[src/rtl/hs_angle_sequencer.sv]
// hs_angle_sequencer: multi-lane projection-angle source.
// Each beat carries NUM_CH angles: base, base+step, ... Lanes at or past the
// exclusive end code are masked and driven to zero. The end code is clamped
// to ANGLE_END. The beat stream uses a valid/ready handshake.
// Optional feature macro: HS_ANGLE_SEQ_REPEAT_EN (continuous rotation via cfg_repeat).
module hs_angle_sequencer #(
    parameter int ANGLE_W   = 12,
    parameter int NUM_CH    = 4,
    parameter int ANGLE_END = 1800
) (
    input  logic                        clk,
    input  logic                        reset_n,
    input  logic [ANGLE_W-1:0]          cfg_start,
    input  logic [ANGLE_W-1:0]          cfg_step,
    input  logic [ANGLE_W-1:0]          cfg_end,
`ifdef HS_ANGLE_SEQ_REPEAT_EN
    input  logic                        cfg_repeat,
`endif
    input  logic                        start,
    input  logic                        out_ready,
    output logic                        out_valid,
    output logic [NUM_CH*ANGLE_W-1:0]   out_angle,
    output logic [NUM_CH-1:0]           out_mask,
    output logic                        busy,
    output logic                        done,
    output logic                        cfg_err
);

    // Sums carry headroom so base + lane*step can never wrap into a lane.
    localparam int SUM_W = ANGLE_W + $clog2(NUM_CH) + 1;
    localparam logic [SUM_W-1:0] END_LIM = SUM_W'(ANGLE_END);

    typedef enum logic [1:0] {
        S_IDLE,
        S_RUN,
        S_DONE
    } state_t;

    state_t             state_q, state_d;
    logic [SUM_W-1:0]   base_q, base_d;
    logic [ANGLE_W-1:0] step_q, step_d;
    logic [SUM_W-1:0]   end_q, end_d;
    logic               cfg_err_q, cfg_err_d;
    logic               done_q, done_d;

`ifdef HS_ANGLE_SEQ_REPEAT_EN
    logic [ANGLE_W-1:0] start_q, start_d;
    logic               repeat_q, repeat_d;
    logic               stop_q, stop_d;
    logic               seen_done_q, seen_done_d;
`endif

    logic [SUM_W-1:0]   lane_sum [NUM_CH];
    logic [SUM_W-1:0]   next_base;
    logic [SUM_W-1:0]   end_eff_in;
    logic               accept;

    // Lane angles, lane mask and the handshake outputs derived from the registered base.
    always_comb begin
        out_angle = '0;
        out_mask  = '0;
        out_valid = (state_q == S_RUN);
        for (int i = 0; i < NUM_CH; i++) begin
            lane_sum[i] = base_q + SUM_W'(i) * SUM_W'(step_q);
            if (out_valid && (lane_sum[i] < end_q)) begin
                out_mask[i]                     = 1'b1;
                out_angle[i*ANGLE_W +: ANGLE_W] = lane_sum[i][ANGLE_W-1:0];
            end
        end
        next_base  = base_q + SUM_W'(NUM_CH) * SUM_W'(step_q);
        end_eff_in = (SUM_W'(cfg_end) > END_LIM) ? END_LIM : SUM_W'(cfg_end);
        accept     = out_valid && out_ready;
        busy       = (state_q != S_IDLE);
        done       = done_q;
        cfg_err    = cfg_err_q;
    end

    // Next-state logic: config capture in IDLE, base advance on accept, end-of-pass handling.
    always_comb begin
        state_d   = state_q;
        base_d    = base_q;
        step_d    = step_q;
        end_d     = end_q;
        cfg_err_d = 1'b0;
        done_d    = 1'b0;
`ifdef HS_ANGLE_SEQ_REPEAT_EN
        start_d     = start_q;
        repeat_d    = repeat_q;
        stop_d      = stop_q;
        seen_done_d = seen_done_q;
`endif
        case (state_q)
            S_IDLE: begin
                if (start) begin
                    base_d = SUM_W'(cfg_start);
                    step_d = cfg_step;
                    end_d  = end_eff_in;
`ifdef HS_ANGLE_SEQ_REPEAT_EN
                    start_d     = cfg_start;
                    repeat_d    = cfg_repeat;
                    stop_d      = 1'b0;
                    seen_done_d = 1'b0;
`endif
                    if ((cfg_step == '0) || (SUM_W'(cfg_start) >= end_eff_in)) begin
                        cfg_err_d = 1'b1;
                    end else begin
                        state_d = S_RUN;
                    end
                end
            end
            S_RUN: begin
`ifdef HS_ANGLE_SEQ_REPEAT_EN
                if (start && seen_done_q) begin
                    stop_d = 1'b1;
                end
`endif
                if (accept) begin
                    base_d = next_base;
                    if (next_base >= end_q) begin
                        done_d = 1'b1;
`ifdef HS_ANGLE_SEQ_REPEAT_EN
                        if (repeat_q && !stop_q) begin
                            base_d      = SUM_W'(start_q);
                            seen_done_d = 1'b1;
                        end else begin
                            state_d = S_DONE;
                        end
`else
                        state_d = S_DONE;
`endif
                    end
                end
            end
            S_DONE: begin
                state_d = S_IDLE;
            end
            default: begin
                state_d = S_IDLE;
            end
        endcase
    end

    // State and datapath registers; reset aborts any sequence without a done pulse.
    always_ff @(posedge clk) begin
        if (!reset_n) begin
            state_q   <= S_IDLE;
            base_q    <= '0;
            step_q    <= '0;
            end_q     <= '0;
            cfg_err_q <= 1'b0;
            done_q    <= 1'b0;
`ifdef HS_ANGLE_SEQ_REPEAT_EN
            start_q     <= '0;
            repeat_q    <= 1'b0;
            stop_q      <= 1'b0;
            seen_done_q <= 1'b0;
`endif
        end else begin
            state_q   <= state_d;
            base_q    <= base_d;
            step_q    <= step_d;
            end_q     <= end_d;
            cfg_err_q <= cfg_err_d;
            done_q    <= done_d;
`ifdef HS_ANGLE_SEQ_REPEAT_EN
            start_q     <= start_d;
            repeat_q    <= repeat_d;
            stop_q      <= stop_d;
            seen_done_q <= seen_done_d;
`endif
        end
    end

endmodule

[config.mk]
export PLATFORM = sky130hd
export DESIGN_NAME = hs_angle_sequencer
export DESIGN_NICKNAME = d
export VERILOG_FILES = /design/src/rtl/hs_angle_sequencer.sv
export SDC_FILE = /design/constraint.sdc
export NUM_CORES = 1
export LEC_CHECK = 0
export ABC_CLOCK_PERIOD_IN_PS = 9000
export BUFFER_PORTS_ARGS = -buffer_cell sky130_fd_sc_hd__buf_2
export CORE_MARGIN = 1
export CORE_UTILIZATION = 50
export CTS_BUF_LIST = sky130_fd_sc_hd__clkbuf_16
export CTS_CLUSTER_DIAMETER = 40
export CTS_CLUSTER_SIZE = 24
export DETAILED_ROUTE_END_ITERATION = 8
export PLACE_DENSITY = 0.77
export SYNTH_ARGS = -nofsm -noshare
export SYNTH_HDL_FRONTEND = slang
export SYNTH_SLANG_ARGS = --single-unit
[constraint.sdc]
create_clock -name clk -period 9 [get_ports clk]
set_input_delay 0.45 -clock clk [delete_from_list [all_inputs] [get_ports clk]]
set_output_delay 0.45 -clock clk [all_outputs]
set_load 0.05 [all_outputs]
==> flow_metrics.tcl, run 1 <==
set metrics [dict create \
    ir_worst_vdd_uv 112 \
    cts_resized 0 \
    crit_slowest_cell "o2111ai_2" \
    numPortBuffers 95 \
    cp_data_required_time_ns 8.55 \
    dr_total_vias 6171 \
    syn_area_per_cell_um2 8.11 \
    rsz0062_at_grt "no" \
    wl_per_cell_um 18.1 \
    vias_per_cell 6.10 \
    post_dp_cell_area_um2 6780 \
    netlist_instances 763 \
    ys_ff_latch 43 \
    antenna_found_initial 0 \
    slowest_delay_ns 0.56 \
    cts.sinks 43 \
    cp_num_buf_inv 1 \
    yosysTopAreaCell "ha_1" \
    numCtsBuffers 5 \
    stdcell_area_um2 6920 \
    grt_pass1_vias 5528 \
    p_comb_frac 0.594 \
    period_minus_slack_ns 5.84 \
    cts_tree "done" \
    intPower_uw 543 \
    critPathLaunch "step_q[1]" \
    outcome "finished clean" \
    yosysWarnings 0 \
    die_w_um 113 \
    start_kind "flip-flop" \
    postCtsSetupRepairBufs 0 \
    die_area_um2 12800 \
    io_pins 96 \
    clkTransAtPathRegs_ns 0.06 \
    hold_class "in -> reg" \
    grt_pass1_wl_um 29000 \
    drt_wl_total_um 18300 \
    num_antenna_cells 0 \
    drive_gt1_frac 0.171 \
    cp_max_fo 13 \
    synth_commonest_cells "ha_1 (116), nand2_1 (87), a21oi_1 (67)" \
    dieHeight_um 113 \
    r2r-end "state_q[0]" \
    hold_viol_final 0 \
    gp_congestion 0.982 \
    hpwl_um 14800 \
    maxCapViolCount 0 \
    synth-seq-area-share 0.139 \
    r2r_cells 15 \
    synth_area_leaders "ha_1 (23%), dfxtp_1 (14%), a21oi_1 (5.4%)" \
    post-synth-top-count-cell "ha_1" \
    coreArea_um2 12100 \
    p_seq_frac 0.233 \
    max_slew_margin 0.273 \
    pwr_density_cell_nw_per_um2 149 \
    syn_nets 934 \
    path_cells "fa_1 -> ha_1 -> fa_1 -> a21o_1 -> a2111o_1 -> a21o_1 -> a21oi_1 -> xnor2_1 -> ha_1 -> a21oi_1 -> nor2_1 -> a2111oi_0 -> o2111ai_2 -> a2111oi_2 -> buf_2" \
    tns_ns 0 \
    finalClockSkew_ns 0.00424 \
    crit_end "out_angle[46]" \
    root_buffer "clkbuf_16" \
    r2r_setup_slack_ns 5.37 \
    dr.pass1.iters 5 \
    ys_async_sr_fraction 0 \
    rows 40 \
    synth_top_area_share 0.234 \
    fin_crit_sh 0.649 \
    total_power_mw 1.03 \
    clock.fmax_mhz 171 \
    grt_usage 0.290 \
    h-tree-depth 2 \
    path_delay_family "compound AO/OA/AOI/OAI gates" \
    grt_max_degree 40 \
    slew_viol_final 0 \
    setup_viol 0 \
    clkPwrFrac 0.173 \
    worstSetupPathType "reg -> out" \
    ctsHoldBuffers 0 \
    p_leak_nw 3.24 \
    clock_path_buffers 2 \
    power_switching_uw 491 \
    cp.arrival_ns 5.39 \
    worstSkewPairLatency_ns 0.29 \
    drt_iter0_drc 418 \
    syn_to_final_growth_pct 11.7 \
    p_sw_frac 0.475 \
    post-route-drc-count 0 \
    start_util 0.513 \
    cp-end-kind "output port" \
    synth-edff-count 0 \
    rr_startpoint "base_q[2]" \
    tightestPinTransition_ns 1.09 \
    grt-ovfl-total 0 \
    final_antenna_net_count 0 \
    synthFlopType "dfxtp_1" \
    syn-cell-area_um2 6190 \
    final_nets 1014 \
    cp_num_cells 15 \
    yosysUniqueCellTypes 73 \
]
power groups by stage:
| stage | sequential [mW] | combinational [mW] | clock, mW |
|---|---|---|---|
| 2_1_floorplan | 0.230 | 0.471 | 0 |
| 3_3_place_gp | 0.242 | 0.591 | 0 |
| 3_5_place_dp | 0.244 | 0.601 | 0 |
| 4_1_cts | 0.239 | 0.606 | 0.180 |
| 5_1_grt | 0.242 | 0.684 | 0.187 |
| 6_report | 0.241 | 0.614 | 0.179 |
cells by family after synthesis:
logic type               count (synthesis)  share of synthesized area
flip-flops                              43                      0.139
multiplexers                             2                    0.00323
AND/OR/NAND/NOR                        264                      0.214
buffers and inverters                   57                     0.0400
adder cells (fa/ha/maj)                131                      0.283
other                                    1                   0.000606
XOR/XNOR                                34                     0.0493
AO/OA/AOI/OAI                          231                      0.271
state kept, by name, summed over array words and instances (netlist names):
register,flops
base_q,15
cfg_err,1
done,1
end_q,12
state_q,2
step_q,12
how the worst min path moves through the flow:
stage | endpoint | from | slack (ns) | cells past startpoint
after floorplan | end_q[1] | end_q[1] | 0.44 | 2
after global placement | end_q[1] | end_q[1] | 0.45 | 2
after detailed placement | end_q[7] | end_q[7] | 0.45 | 2
after CTS | step_q[10] | cfg_step[10] | 0.41 | 3
after global routing | step_q[5] | cfg_step[5] | 0.42 | 3
final | step_q[5] | cfg_step[5] | 0.41 | 3
tightest hold or removal path, delay by kind of cell:
kind | cells | cell delay [ns]
buf+inv | 1 | 0.11
compound gates | 1 | 0.05
simple gates | 1 | 0.05
placed cells by master, fill, tap and decap left out, types with 6 or more instances in the layout:
cell type  Yosys  layout
nor3b_2        9       9
nor3_1        15      15
buf_2          3      95
ha_1         116     116
xor2_1         7       7
nand2_1       87      87
and2_1         6       6
a31oi_1        6       6
a21o_1        17      17
nor2b_1       13      13
nor3b_1       13      13
dfxtp_1       43      43
a21boi_2      13      13
inv_1         31      32
nor4_1         7       7
a21oi_1       67      67
and3_1         7       7
o21ai_0       23      23
fa_1          15      15
nand3_1       24      24
xnor2_1       26      26
nor2_1        63      63
o21a_1        11      11
a311oi_1       7       7
a2111oi_0      6       6
a21boi_1       6       6
a211oi_1      14      14
o211ai_1       7       7
per-stage QoR:
| step | utilization | hold slack, ns | instances | setup WS, ns |
|---|---|---|---|---|
| 4_1_cts | 0.573 | 0.411 | 1012 | 3.16 |
| 3_5_place_dp | 0.562 | 0.448 | 1004 | 3.51 |
| 3_3_place_gp | 0.562 | 0.445 | 1004 | 3.61 |
| 2_1_floorplan | - | 0.436 | 763 | 3.57 |
| 5_1_grt | 0.573 | 0.418 | 1012 | 2.90 |
| 6_report | 0.573 | 0.409 | 1012 | 3.16 |
area by class of cell:
cell class                      count  area, µm²
Inverter                           31        116
Clock inverter                      3       16.3
Clock buffer                        5        125
Multi-Input combinational cell    663       5080
Sequential cell                    43        861
Tap cell                          168        210
Timing Repair Buffer               99        505
Fill cell                        1134       5140
per-layer routing:
layer | global-route usage | vias up | wire length [µm]
li1 | - | 2991 | -
met1 | 0.399 | 2846 | 8350
met3 | 0.0546 | 42 | 1600
met5 | 0 | - | 0
met2 | 0.454 | 292 | 7840
met4 | 0.0965 | 0 | 534
Note: power is estimated with default switching activity, not from simulation.
==> run 2: changes to the inputs <==
--- a/config.mk
+++ b/config.mk
@@ -5,7 +5,8 @@
 export SDC_FILE = /design/constraint.sdc
 export NUM_CORES = 1
 export LEC_CHECK = 0
-export ABC_CLOCK_PERIOD_IN_PS = 9000
+export ABC_AREA = 1
+export ABC_CLOCK_PERIOD_IN_PS = 5200
 export BUFFER_PORTS_ARGS = -buffer_cell sky130_fd_sc_hd__buf_2
 export CORE_MARGIN = 1
 export CORE_UTILIZATION = 50
@@ -13,7 +14,7 @@
 export CTS_CLUSTER_DIAMETER = 40
 export CTS_CLUSTER_SIZE = 24
 export DETAILED_ROUTE_END_ITERATION = 8
-export PLACE_DENSITY = 0.77
+export PLACE_DENSITY = 0.79
 export SYNTH_ARGS = -nofsm -noshare
 export SYNTH_HDL_FRONTEND = slang
 export SYNTH_SLANG_ARGS = --single-unit
==> constraint.sdc (replaced) <==
create_clock -name clk -period 5.2 [get_ports clk]
set_input_delay 0.26 -clock clk [delete_from_list [all_inputs] [get_ports clk]]
set_output_delay 0.26 -clock clk [all_outputs]
set_load 0.05 [all_outputs]
==> flow_metrics.tcl, run 2 <==
set metrics [dict create \
    yosysTopAreaCell "ha_1" \
    antenna_found_initial 0 \
    root_buffer "clkbuf_16" \
    top_regs "base_q x15, end_q x12, step_q x12" \
    synth_top_area_share 0.234 \
    holdPathEnd "step_q[7]" \
    outcome "finished clean" \
    setup_viol 0 \
    largest_reg_flops 15 \
    period_minus_slack_ns 4.57 \
    fin_crit_sh 0.880 \
    r2r-end "state_q[0]" \
    syn-cell-area_um2 6210 \
    hp-start "cfg_step[7]" \
    syn_area_per_cell_um2 6.69 \
    cts_tree "done" \
    ys_async_sr_fraction 0 \
    max_slew_margin 0.522 \
    cp-end-kind "output port" \
    die_w_um 113 \
    multi_input_area_um2 4770 \
    grt_pass1_vias 5993 \
    p_comb_frac 0.629 \
    rows 40 \
    yosysUniqueCellTypes 47 \
    largest-register "base_q" \
    finish.utilization 0.578 \
    p_sw_frac 0.496 \
    drt_wl_total_um 16900 \
    synth-edff-count 0 \
    post-synth-top-count-cell "nand2_1" \
    gp_congestion 0.961 \
    seqCellArea_um2 861 \
    tns_ns 0 \
    intPower_mw 1.05 \
    p_leak_nw 3.77 \
    ctsHoldBuffers 0 \
    cp_max_fo 13 \
    ir_worst_vdd_uv 142 \
    clkTransAtPathRegs_ns 0.06 \
    synth_commonest_cells "nand2_1 (172), inv_1 (129), ha_1 (116)" \
    r2r_setup_slack_ns 1.73 \
    p_seq_frac 0.205 \
    slew_viol_final 0 \
    worstSetupPathType "reg -> out" \
    dr_total_vias 6420 \
    cp.arrival_ns 4.31 \
    cts.sinks 43 \
    hold_viol_final 0 \
    grt_usage 0.267 \
    post_dp_cell_area_um2 6820 \
    coreArea_um2 12100 \
    hold_class "in -> reg" \
    vias_per_cell 5.42 \
    dieHeight_um 113 \
    synthFlopType "dfxtp_1" \
    pwr_density_cell_nw_per_um2 298 \
    drive_gt1_frac 0.131 \
    grt_pass1_wl_um 27600 \
    ys_ff_latch 43 \
    start_kind "flip-flop" \
    final_nets 1187 \
    drt_iter0_drc 331 \
    io_pins 96 \
    clock.fmax_mhz 219 \
    hpwl_um 14200 \
    rsz0062_at_grt "no" \
    pre_cts_slack_ns 0.926 \
    start_util 0.515 \
    dr.pass1.iters 5 \
    clkPwrFrac 0.166 \
    syn_to_final_growth_pct 12.4 \
    cts_resized 0 \
    grt-ovfl-total 0 \
    numPortBuffers 95 \
    final_antenna_net_count 0 \
    finalClockSkew_ns 0.00619 \
    netlist_instances 928 \
    final.setup.worst_slack_ns 0.626 \
    cp_data_required_time_ns 4.94 \
    stdcell_area_um2 6980 \
    synth-seq-area-share 0.139 \
    final_common_cell "nand2_1" \
    r2r_cells 19 \
    maxCapViolCount 0 \
    clock_path_buffers 2 \
    rr_startpoint "base_q[2]" \
    fill_cells 1189 \
    whs_path_depth 3 \
    grt_max_degree 37 \
    yosysWarnings 0 \
    postCtsSetupRepairBufs 0 \
    post-route-drc-count 0 \
    syn_nets 1099 \
    tightestPinTransition_ns 0.716 \
    h-tree-depth 2 \
    wl_per_cell_um 14.3 \
    power_switching_mw 1.03 \
    num_antenna_cells 0 \
    synth_area_leaders "ha_1 (23%), dfxtp_1 (14%), nand2_1 (10%)" \
    numCtsBuffers 5 \
    worstSkewPairLatency_ns 0.29 \
    final_cell_mix "nand2_1 (172), inv_1 (130), ha_1 (116), nor2_1 (111), buf_2 (95)" \
    die_area_um2 12900 \
]
run 2: cell count changes in the layout (fill, tap and decap cells not counted), sizes merged, moves of 21 or more:
cell	before	now
inv	32	133
nand2	87	174
nor2	63	122
o21ai	28	63
a21oi	72	96
nor3b	22	0
xor2	7	28
run 2: power groups by stage:
stage                     Sequential [mW]  Clock [mW]  Combinational [mW]
final                               0.426       0.345                1.31
after global routing                0.432       0.360                1.48
after CTS                           0.426       0.349                1.30
after detailed placement            0.432           0                1.29
after global placement              0.430           0                1.26
after floorplan                     0.413           0                1.01
run 2: per-stage QoR:
step           instances  total power [mW]  hold slack [ns]
2_1_floorplan        928              1.42            0.398
3_3_place_gp        1177              1.69            0.481
3_5_place_dp        1177              1.72            0.489
4_1_cts             1184              2.08            0.241
5_1_grt             1184              2.28            0.270
6_report            1184              2.08            0.244
run 2: cells by family after synthesis:
kind of cell | after synthesis | share of synthesized area
compound gates | 199 | 0.180
xor+xnor | 36 | 0.0508
fa+ha+maj | 131 | 0.282
buf+inv | 147 | 0.0927
flops | 43 | 0.139
other cells | 1 | 0.000604
simple gates | 371 | 0.255
run 2: per-layer routing:
metal  global-route usage  wire length [µm]  vias to the layer above
li1                     -                 -                     3288
met1                0.346              7690                     2888
met2                0.467              7990                      210
met3               0.0244               854                       34
met4               0.0868               388                        0
met5                    0                 0                        -
run 2: how the worst max path moves through the flow:
stage | start | to | slack (ns) | cells after the start
after floorplan | step_q[1] | out_angle[38] | 1.05 | 16
after CTS | step_q[1] | out_angle[45] | 0.62 | 17
after detailed placement | step_q[1] | out_angle[45] | 0.93 | 17
after global placement | step_q[1] | out_angle[47] | 1.01 | 16
after global routing | step_q[1] | out_angle[41] | 0.19 | 17
final | step_q[1] | out_angle[47] | 0.63 | 17
run 2: final cells by class:
cell class / instances / share of cell area
clock inverter: 2 / 0.00484
multi-input combinational: 738 / 0.684
sequential: 43 / 0.123
clock buffer: 5 / 0.0179
inverter: 133 / 0.0716
tap: 168 / 0.0301
timing repair buffer: 95 / 0.0682
run 2: worst max-delay path, cell delays in order (launching register included):
cell      delay, ns
dfxtp_1        0.52
fa_1           0.48
ha_1           0.24
fa_1           0.41
nand3_1        0.10
nand2_1        0.10
a21boi_0       0.26
o21ai_0        0.20
xor2_1         0.20
ha_1           0.31
inv_1          0.05
nor3_1         0.17
o21ai_0        0.12
a21boi_0       0.19
nor2_1         0.07
nand2_1        0.29
nor2_1         0.08
buf_2          0.22
